--- config.mk ---
export PLATFORM = sky130hd
export DESIGN_NAME = piso_bitstream_gen
export DESIGN_NICKNAME = d
export VERILOG_FILES = /design/src/rtl/piso_bitstream_gen.sv
export SDC_FILE = /design/constraint.sdc
export NUM_CORES = 1
export LEC_CHECK = 0
export CAP_MARGIN = 30
export CORE_UTILIZATION = 49
export CTS_CLUSTER_DIAMETER = 30
export CTS_CLUSTER_SIZE = 28
export DETAILED_ROUTE_END_ITERATION = 7
export DONT_BUFFER_PORTS = 1
export PLACE_DENSITY_LB_ADDON = 0.12
export SLEW_MARGIN = 20
export SYNTH_ARGS = -nofsm -noshare
export SYNTH_HDL_FRONTEND = slang
export SYNTH_SLANG_ARGS = --single-unit
export TNS_END_PERCENT = 10
--- constraint.sdc ---
create_clock -name clk -period 1.5 [get_ports clk]
set_input_delay 0.3 -clock clk [delete_from_list [all_inputs] [get_ports clk]]
set_output_delay 0.3 -clock clk [all_outputs]
set_load 0.005 [all_outputs]
--- src/rtl/piso_bitstream_gen.sv ---
// Parallel-in serial-out bit stream generator: WIDTH-bit words leave MSB first on x.
// Latency: first bit is on x in the cycle after the accepting edge; one bit per cycle after that.
// Backpressure: din_ready is low while a word is shifting (except the LSB cycle when GAP=0) and during idle gap cycles.
module piso_bitstream_gen #(
    parameter int WIDTH = 8,
    parameter int GAP   = 0
) (
    input  logic             clk,
    input  logic             rst,
    input  logic [WIDTH-1:0] din,
    input  logic             din_valid,
    output logic             din_ready,
    output logic             x,
    output logic             x_valid,
    output logic             busy,
    output logic             done
);

    localparam int         CW       = $clog2(WIDTH);
    localparam logic [3:0] GAP_LAST = 4'((GAP > 0) ? GAP - 1 : 0);

    typedef enum logic [1:0] {
        S_IDLE,
        S_SHIFT,
        S_GAP
    } state_t;

    state_t           state_q, state_d;
    logic [WIDTH-1:0] sreg_q, sreg_d;
    logic [CW-1:0]    cnt_q, cnt_d;
    logic [3:0]       gcnt_q, gcnt_d;
    logic             x_d, x_valid_d, done_d;

    always_ff @(posedge clk) begin
        if (!rst) begin
            state_q <= S_IDLE;
            sreg_q  <= '0;
            cnt_q   <= '0;
            gcnt_q  <= '0;
            x       <= 1'b0;
            x_valid <= 1'b0;
            done    <= 1'b0;
        end else begin
            state_q <= state_d;
            sreg_q  <= sreg_d;
            cnt_q   <= cnt_d;
            gcnt_q  <= gcnt_d;
            x       <= x_d;
            x_valid <= x_valid_d;
            done    <= done_d;
        end
    end

    // sreg_q[WIDTH-1] always mirrors the bit currently on x; cnt_q is that bit's index.
    always_comb begin
        state_d   = state_q;
        sreg_d    = sreg_q;
        cnt_d     = cnt_q;
        gcnt_d    = gcnt_q;
        x_d       = 1'b0;
        x_valid_d = 1'b0;
        done_d    = 1'b0;
        din_ready = 1'b0;

        case (state_q)
            S_IDLE: begin
                din_ready = 1'b1;
                if (din_valid) begin
                    state_d   = S_SHIFT;
                    sreg_d    = din;
                    cnt_d     = CW'(WIDTH - 1);
                    x_d       = din[WIDTH-1];
                    x_valid_d = 1'b1;
                end
            end
            S_SHIFT: begin
                if (cnt_q != '0) begin
                    sreg_d    = sreg_q << 1;
                    cnt_d     = cnt_q - 1'b1;
                    x_d       = sreg_q[WIDTH-2];
                    x_valid_d = 1'b1;
                    done_d    = (cnt_q == CW'(1));
                end else if (GAP == 0) begin
                    // LSB cycle with no gap: a waiting word streams on without a bubble.
                    din_ready = 1'b1;
                    if (din_valid) begin
                        sreg_d    = din;
                        cnt_d     = CW'(WIDTH - 1);
                        x_d       = din[WIDTH-1];
                        x_valid_d = 1'b1;
                    end else begin
                        state_d = S_IDLE;
                    end
                end else begin
                    state_d = S_GAP;
                    gcnt_d  = GAP_LAST;
                end
            end
            S_GAP: begin
                if (gcnt_q == '0) begin
                    state_d = S_IDLE;
                end else begin
                    gcnt_d = gcnt_q - 1'b1;
                end
            end
            default: state_d = S_IDLE;
        endcase
    end

    assign busy = (state_q != S_IDLE);

endmodule

==> results of run 1 <==
==> worst paths after layout <==
| kind | start | endpoint | slack, ps | cells past startpoint |
|---|---|---|---|---|
| setup / recovery | cnt_q[0]$_SDFF_PN0_ | din_ready | 30 | 5 |
| hold reg to reg | sreg_q[6]$_SDFF_PN0_ | x$_SDFF_PN0_ | 530 | 2 |
| hold / removal | rst | state_q[0]$_SDFFE_PN0P_ | 130 | 1 |
| setup reg to reg | cnt_q[0]$_SDFF_PN0_ | sreg_q[1]$_SDFF_PN0_ | 200 | 6 |
==> stage by stage <==
stage | util | hold slack, ps | cells
2_1_floorplan | - | 438.4 | 70
3_3_place_gp | 0.5727 | 427.1 | 82
3_5_place_dp | 0.5727 | 427.1 | 82
4_1_cts | 0.6271 | 127.9 | 87
5_1_grt | 0.6410 | 118.9 | 89
6_report | 0.6410 | 131.2 | 89
==> metal layers <==
| layer | up-vias | part of all wire | global-route usage |
|---|---|---|---|
| li1 | 258 | - | - |
| met5 | - | 0 | 0 |
| met2 | 13 | 0.42 | 0.2750 |
| met1 | 229 | 0.50 | 0.2411 |
| met4 | 0 | 0.027 | 0.1552 |
| met3 | 5 | 0.050 | 0.05780 |
==> cell families after synthesis <==
group | share of synthesized area
AOI/OAI and AO/OA | 0.1822
and+or+nand+nor | 0.1860
DFF | 0.4250
muxes | 0.1082
buffers and inverters | 0.04175
adders and majority gates | 0.05693
==> placed cells by master, fill, tap and decap left out <==
cell type	count
sky130_fd_sc_hd__mux2i_1	6
sky130_fd_sc_hd__ha_1	2
sky130_fd_sc_hd__o21a_1	2
sky130_fd_sc_hd__inv_2	1
sky130_fd_sc_hd__and2_4	1
sky130_fd_sc_hd__ha_4	1
sky130_fd_sc_hd__a21o_1	1
sky130_fd_sc_hd__nand3_1	2
sky130_fd_sc_hd__nor2_1	1
sky130_fd_sc_hd__nor3_2	1
sky130_fd_sc_hd__clkbuf_8	1
sky130_fd_sc_hd__nand4_1	1
sky130_fd_sc_hd__nand2_1	2
sky130_fd_sc_hd__nand2b_4	1
sky130_fd_sc_hd__mux2_2	1
sky130_fd_sc_hd__o31ai_1	1
sky130_fd_sc_hd__clkbuf_4	3
sky130_fd_sc_hd__nand2b_1	6
sky130_fd_sc_hd__inv_8	1
sky130_fd_sc_hd__dfxtp_2	2
sky130_fd_sc_hd__inv_4	2
sky130_fd_sc_hd__nor3_1	1
sky130_fd_sc_hd__nor2b_1	1
sky130_fd_sc_hd__and2b_1	1
sky130_fd_sc_hd__buf_4	3
sky130_fd_sc_hd__a21oi_1	8
sky130_fd_sc_hd__o311a_1	1
sky130_fd_sc_hd__dfxtp_1	12
sky130_fd_sc_hd__o21ai_0	8
sky130_fd_sc_hd__and3_1	1
==> repair_timing <==
action,CTS,global route
hold buffers,0,0
endpoints found under the setup margin,1,1
resized for setup,8,1
gates cloned,0,1
pin swaps,1,0
buffers inserted,1,1
==> worst register-to-register path, stage by stage (launching register included) <==
cell	delay, ps
sky130_fd_sc_hd__dfxtp_2	360
sky130_fd_sc_hd__inv_2	60
sky130_fd_sc_hd__ha_4	160
sky130_fd_sc_hd__buf_4	130
sky130_fd_sc_hd__and2b_1	220
sky130_fd_sc_hd__o21ai_0	200
sky130_fd_sc_hd__a21oi_1	50
==> state kept, by name, indices dropped and copies added (netlist names) <==
register,cells
sreg_q,7
cnt_q,3
done,1
state_q,1
x,1
x_valid,1
==> power by group through the flow <==
stage	Combinational [mW]	Sequential [mW]	Clock (mW)
finish	0.157	0.433	0.276
global placement	0.128	0.439	0
floorplan	0.118	0.431	0
CTS	0.146	0.432	0.280
global route	0.173	0.438	0.292
detailed placement	0.129	0.438	0
==> layout make-up <==
cell class	instances	area, sq um
inverter	3	21.27
clock buffer	4	36.28
timing repair inverter	1	6.256
timing repair buffer	3	22.52
sequential	14	282.8
multi-input combinational	50	364.1
tap	14	17.52
fill	105	420.4
==> out/results.ini, run 1 <==
[status]
run_status=finished clean

[global_routing]
first_pass_grt_wire_length_mm=1.890
gr-usage-all-layers=0.1949
antenna_found_initial=0
grt_start_max_net_pins=16
grt_pass1_vias=432
grt-ovfl-total=0

[sta]
layout_setup_ws_ps=25.26
final-max-slew-violation-count=0
count_of_final_setup_violators=0
period_minus_slack_ps=1475
report.final.hold_viol_count=0
maxSlewHeadroom=0.7976
fmax_mhz=678.1
worst-slew-pin-transition_ps=303.2
finalClockSkew_ps=0.5467
tns_ps=0
finalCritPeriodShare=0.9832
rsz0062_at_grt=yes

[floorplan]
initial_util=0.5630
floorplan.die.width_um=38.69
die_h_um=38.69
fp-row-count=12
design.die.area_sq_mm=0.001497
placeableCoreArea_sq_mm=0.001171
floorplan.io_pins=16

[pwr]
p_comb_frac=0.181
worst_ir_drop_vdd_mv=0.6974
switching_share=0.2647
clock_power_share=0.319
p_switching_mw=0.2294
p_seq_frac=0.500
p_int_mw=0.6371
leakage_nw=0.3161
total_power_mw=0.8665
p_per_area_mw_per_mm2=1154

[flow_run]
timing.max_cap.violations=0

[yosys]
synth_seq_cells=14
synth_largest_type_area_fraction=0.4250
yosysMostFrequentCell=sky130_fd_sc_hd__dfxtp_1
ys_async_sr_fraction=0
synth.cell_area_sq_um=659.4
ys_top_cells_by_area=sky130_fd_sc_hd__dfxtp_1, sky130_fd_sc_hd__mux2i_1, sky130_fd_sc_hd__a21oi_1
synth_cells=70
syn_nets=84
synth_flop_cell=sky130_fd_sc_hd__dfxtp_1
post_synth_edffs=0
synth_top_cells_by_count=sky130_fd_sc_hd__dfxtp_1, sky130_fd_sc_hd__a21oi_1, sky130_fd_sc_hd__o21ai_0
synth.yosys.seq_area_share=0.4250
yosys_warnings=0
synth_area_leader_cell=sky130_fd_sc_hd__dfxtp_1
ys_types=26
synth_area_per_cell_sq_um=9.420

[final_layout]
num-nets-final=90
layout-area-overhead-vs-synth_pct=13.85
num_antenna_cells=0
share_of_layout_cells_above_drive_strength_1=0.2400
post-route-cell-area_sq_um=750.7

[place]
dpl_cell_area_sq_um=670.6
gp_congestion=0.8301
post-place-ws_ps=170.1
port_buffers=0
dpl.hpwl_um=800.3

[setup_path]
critical-path-top-delay-family=flip-flops
critPathRequiredTime_ps=1200
timing_worst_setup_path_type=flip-flop to output port
critPathArrivalTime_ps=1170
critical_path_peak_fanout=5
critPathLaunchType=flip-flop
combined_buffer_and_inverter_count_along_the_critical_path=2
critPathMaxStageDelay_ps=360
timing.critical_path.slowest_stage_cell=sky130_fd_sc_hd__dfxtp_2
worstPathCellList=inv_2, ha_4, nand2b_4, and2_4, inv_8
timing.critical_path.to_type=output port

[worst_hold_path]
min_path_type=primary input to flip-flop

[cts]
deepest_clock_path_buffer_count=2
clock_tree_from_tritoncts=done
cts-htree-levels=1
cts_inserted_buffers=3
ctsRootBufferMaster=sky130_fd_sc_hd__clkbuf_4
clk_pin_slew_ps=90
clock_insertion_delay_worst_skew_ps=280
cts.sinks=14

[detailed_routing]
drt-vias-per-instance=5.674
detail_route.wirelength_mm=1.256
drcViolationCount=0
ant_nets_after_route=0
avgRoutedWirePerCell_um=14.11
route.vias.total=505
detail_route.first_pass.iterations=4
number_of_design_rule_violations_left_by_the_first_detailed_router_iteration=4

(Power assumes the default switching activity.)
==> run 2: changes to the inputs <==
ABC_CLOCK_PERIOD_IN_PS = 1800   (was not set)
clock period = 1.8 ns   (was 1.5 ns; I/O delays follow)
==> run 2 against run 1 <==
  * Combinational power is 30% lower
  * Flip-flop and latch count unchanged
  * Sequential power down 18%
  * Largest power group unchanged
==> out/results.ini, run 2 (same netlist as run 1, synthesis figures left out) <==
[final_layout]
largest_registers=sreg_q x7, cnt_q x3
final.fill_count=106
final_core_util=0.6036
num-nets-final=87
num_antenna_cells=0
share_of_layout_cells_above_drive_strength_1=0.1389
max_reg_flops=7
seq_area_sq_um=280.3
multiInputGateArea_sq_um=351.6
layout-area-overhead-vs-synth_pct=7.211
final_common_cell=sky130_fd_sc_hd__dfxtp_1
post-route-cell-area_sq_um=706.9
layout_common_cells=sky130_fd_sc_hd__dfxtp_1, sky130_fd_sc_hd__o21ai_0, sky130_fd_sc_hd__a21oi_1
final-instance-count-excl-fill=86
regMostFlops=sreg_q

[cts]
clock_tree_from_tritoncts=done
clk_pin_slew_ps=80
cts-htree-levels=1
clock_insertion_delay_worst_skew_ps=280
cts_post_setup_buffers_inserted=0
ctsRootBufferMaster=sky130_fd_sc_hd__clkbuf_4
cts_resized=0
cts.sinks=14
cts_inserted_buffers=3
deepest_clock_path_buffer_count=2
cts_hold_buffers=0

[place]
dpl.hpwl_um=819.3
port_buffers=0
gp_congestion=0.8119
post-place-ws_ps=408.1
dp.cells=82
dpl_cell_area_sq_um=670.6

[pwr]
total_power_mw=0.6876
worst_ir_drop_vdd_mv=0.4158
p_per_area_mw_per_mm2=972.6
leakage_nw=0.3011

[global_routing]
first_pass_grt_wire_length_mm=1.869
gr-usage-all-layers=0.1925
grt_start_max_net_pins=16
grt_pass1_vias=409
grt-ovfl-total=0
antenna_found_initial=0

[detailed_routing]
ant_nets_after_route=0
route.vias.total=473
detail_route.wirelength_mm=1.162
avgRoutedWirePerCell_um=13.51
drcViolationCount=0
drt-vias-per-instance=5.500
detail_route.first_pass.iterations=4
number_of_design_rule_violations_left_by_the_first_detailed_router_iteration=9

[setup_path]
critPathArrivalTime_ps=1340
worstReg2RegStart=cnt_q[0]$_SDFF_PN0_
critical-path-top-delay-family=flip-flops
critical_path_peak_fanout=10
worst_r2r_path_depth=5
critPathMaxStageDelay_ps=380
path_depth=5
crit_path_start=cnt_q[0]$_SDFF_PN0_
timing.reg2reg.setup_slack_ps=460
crit-reg2reg-capture=sreg_q[1]$_SDFF_PN0_
timing.critical_path.slowest_stage_cell=sky130_fd_sc_hd__dfxtp_1
critPathRequiredTime_ps=1440
worstPathCellList=inv_1, ha_1, nand2b_4, and2_4, inv_4
critPathLaunchType=flip-flop
timing_worst_setup_path_type=flip-flop to output port
combined_buffer_and_inverter_count_along_the_critical_path=2
timing.critical_path.to_type=output port
worstSetupEndpoint=din_ready

[sta]
finalClockSkew_ps=4.808
fmax_mhz=588.6
report.final.hold_viol_count=0
period_minus_slack_ps=1699
tns_ps=0
finalCritPeriodShare=0.9439
timing.hold.ws_ps=198.3
final-max-slew-violation-count=0
layout_setup_ws_ps=101.0
count_of_final_setup_violators=0
rsz0062_at_grt=no
worst-slew-pin-transition_ps=224.0
maxSlewHeadroom=0.8507

[floorplan]
die_h_um=38.69
fp-row-count=12
initial_util=0.5630
floorplan.io_pins=16
placeableCoreArea_sq_mm=0.001171
floorplan.die.width_um=38.69
design.die.area_sq_mm=0.001497

[worst_hold_path]
min_path_type=primary input to flip-flop

[flow_run]
timing.max_cap.violations=0

[status]
run_status=finished clean

run 2: how the worst min path moves through the flow:
| stage | startpoint | end | slack [ps] | cells past startpoint |
|---|---|---|---|---|
| 2_1_floorplan | sreg_q[6]$_SDFF_PN0_ | x$_SDFF_PN0_ | 470 | 2 |
| 3_3_place_gp | rst | x_valid$_SDFF_PN0_ | 490 | 1 |
| 3_5_place_dp | rst | state_q[0]$_SDFFE_PN0P_ | 480 | 1 |
| 4_1_cts | rst | state_q[0]$_SDFFE_PN0P_ | 190 | 1 |
| 5_1_grt | rst | state_q[0]$_SDFFE_PN0P_ | 180 | 1 |
| 6_report | rst | state_q[0]$_SDFFE_PN0P_ | 200 | 1 |
run 2: metal layers:
layer / wire length [um] / up-vias / GRT usage / part of all wire
met2: 535 / 14 / 0.2625 / 0.46
met4: 11 / 0 / 0.1034 / 0.0095
met5: 0 / - / 0 / 0
met3: 86 / 2 / 0.07514 / 0.074
li1: - / 249 / - / -
met1: 529 / 208 / 0.2553 / 0.46
run 2: final cells by class:
cell class | instances | area share
sequential | 14 | 0.3965
timing repair buffer | 1 | 0.01062
inverter | 3 | 0.01947
clock buffer | 4 | 0.05133
multi-input combinational | 50 | 0.4973
tap | 14 | 0.02478
run 2: where the power goes:
part | total, mW | internal [mW] | switching [mW] | leakage, nW
Sequential | 0.356 | 0.338 | 0.0174 | 0.116
Clock | 0.221 | 0.123 | 0.0985 | 0.0210
Combinational | 0.110 | 0.0546 | 0.0557 | 0.164
Total | 0.688 | 0.516 | 0.172 | 0.301
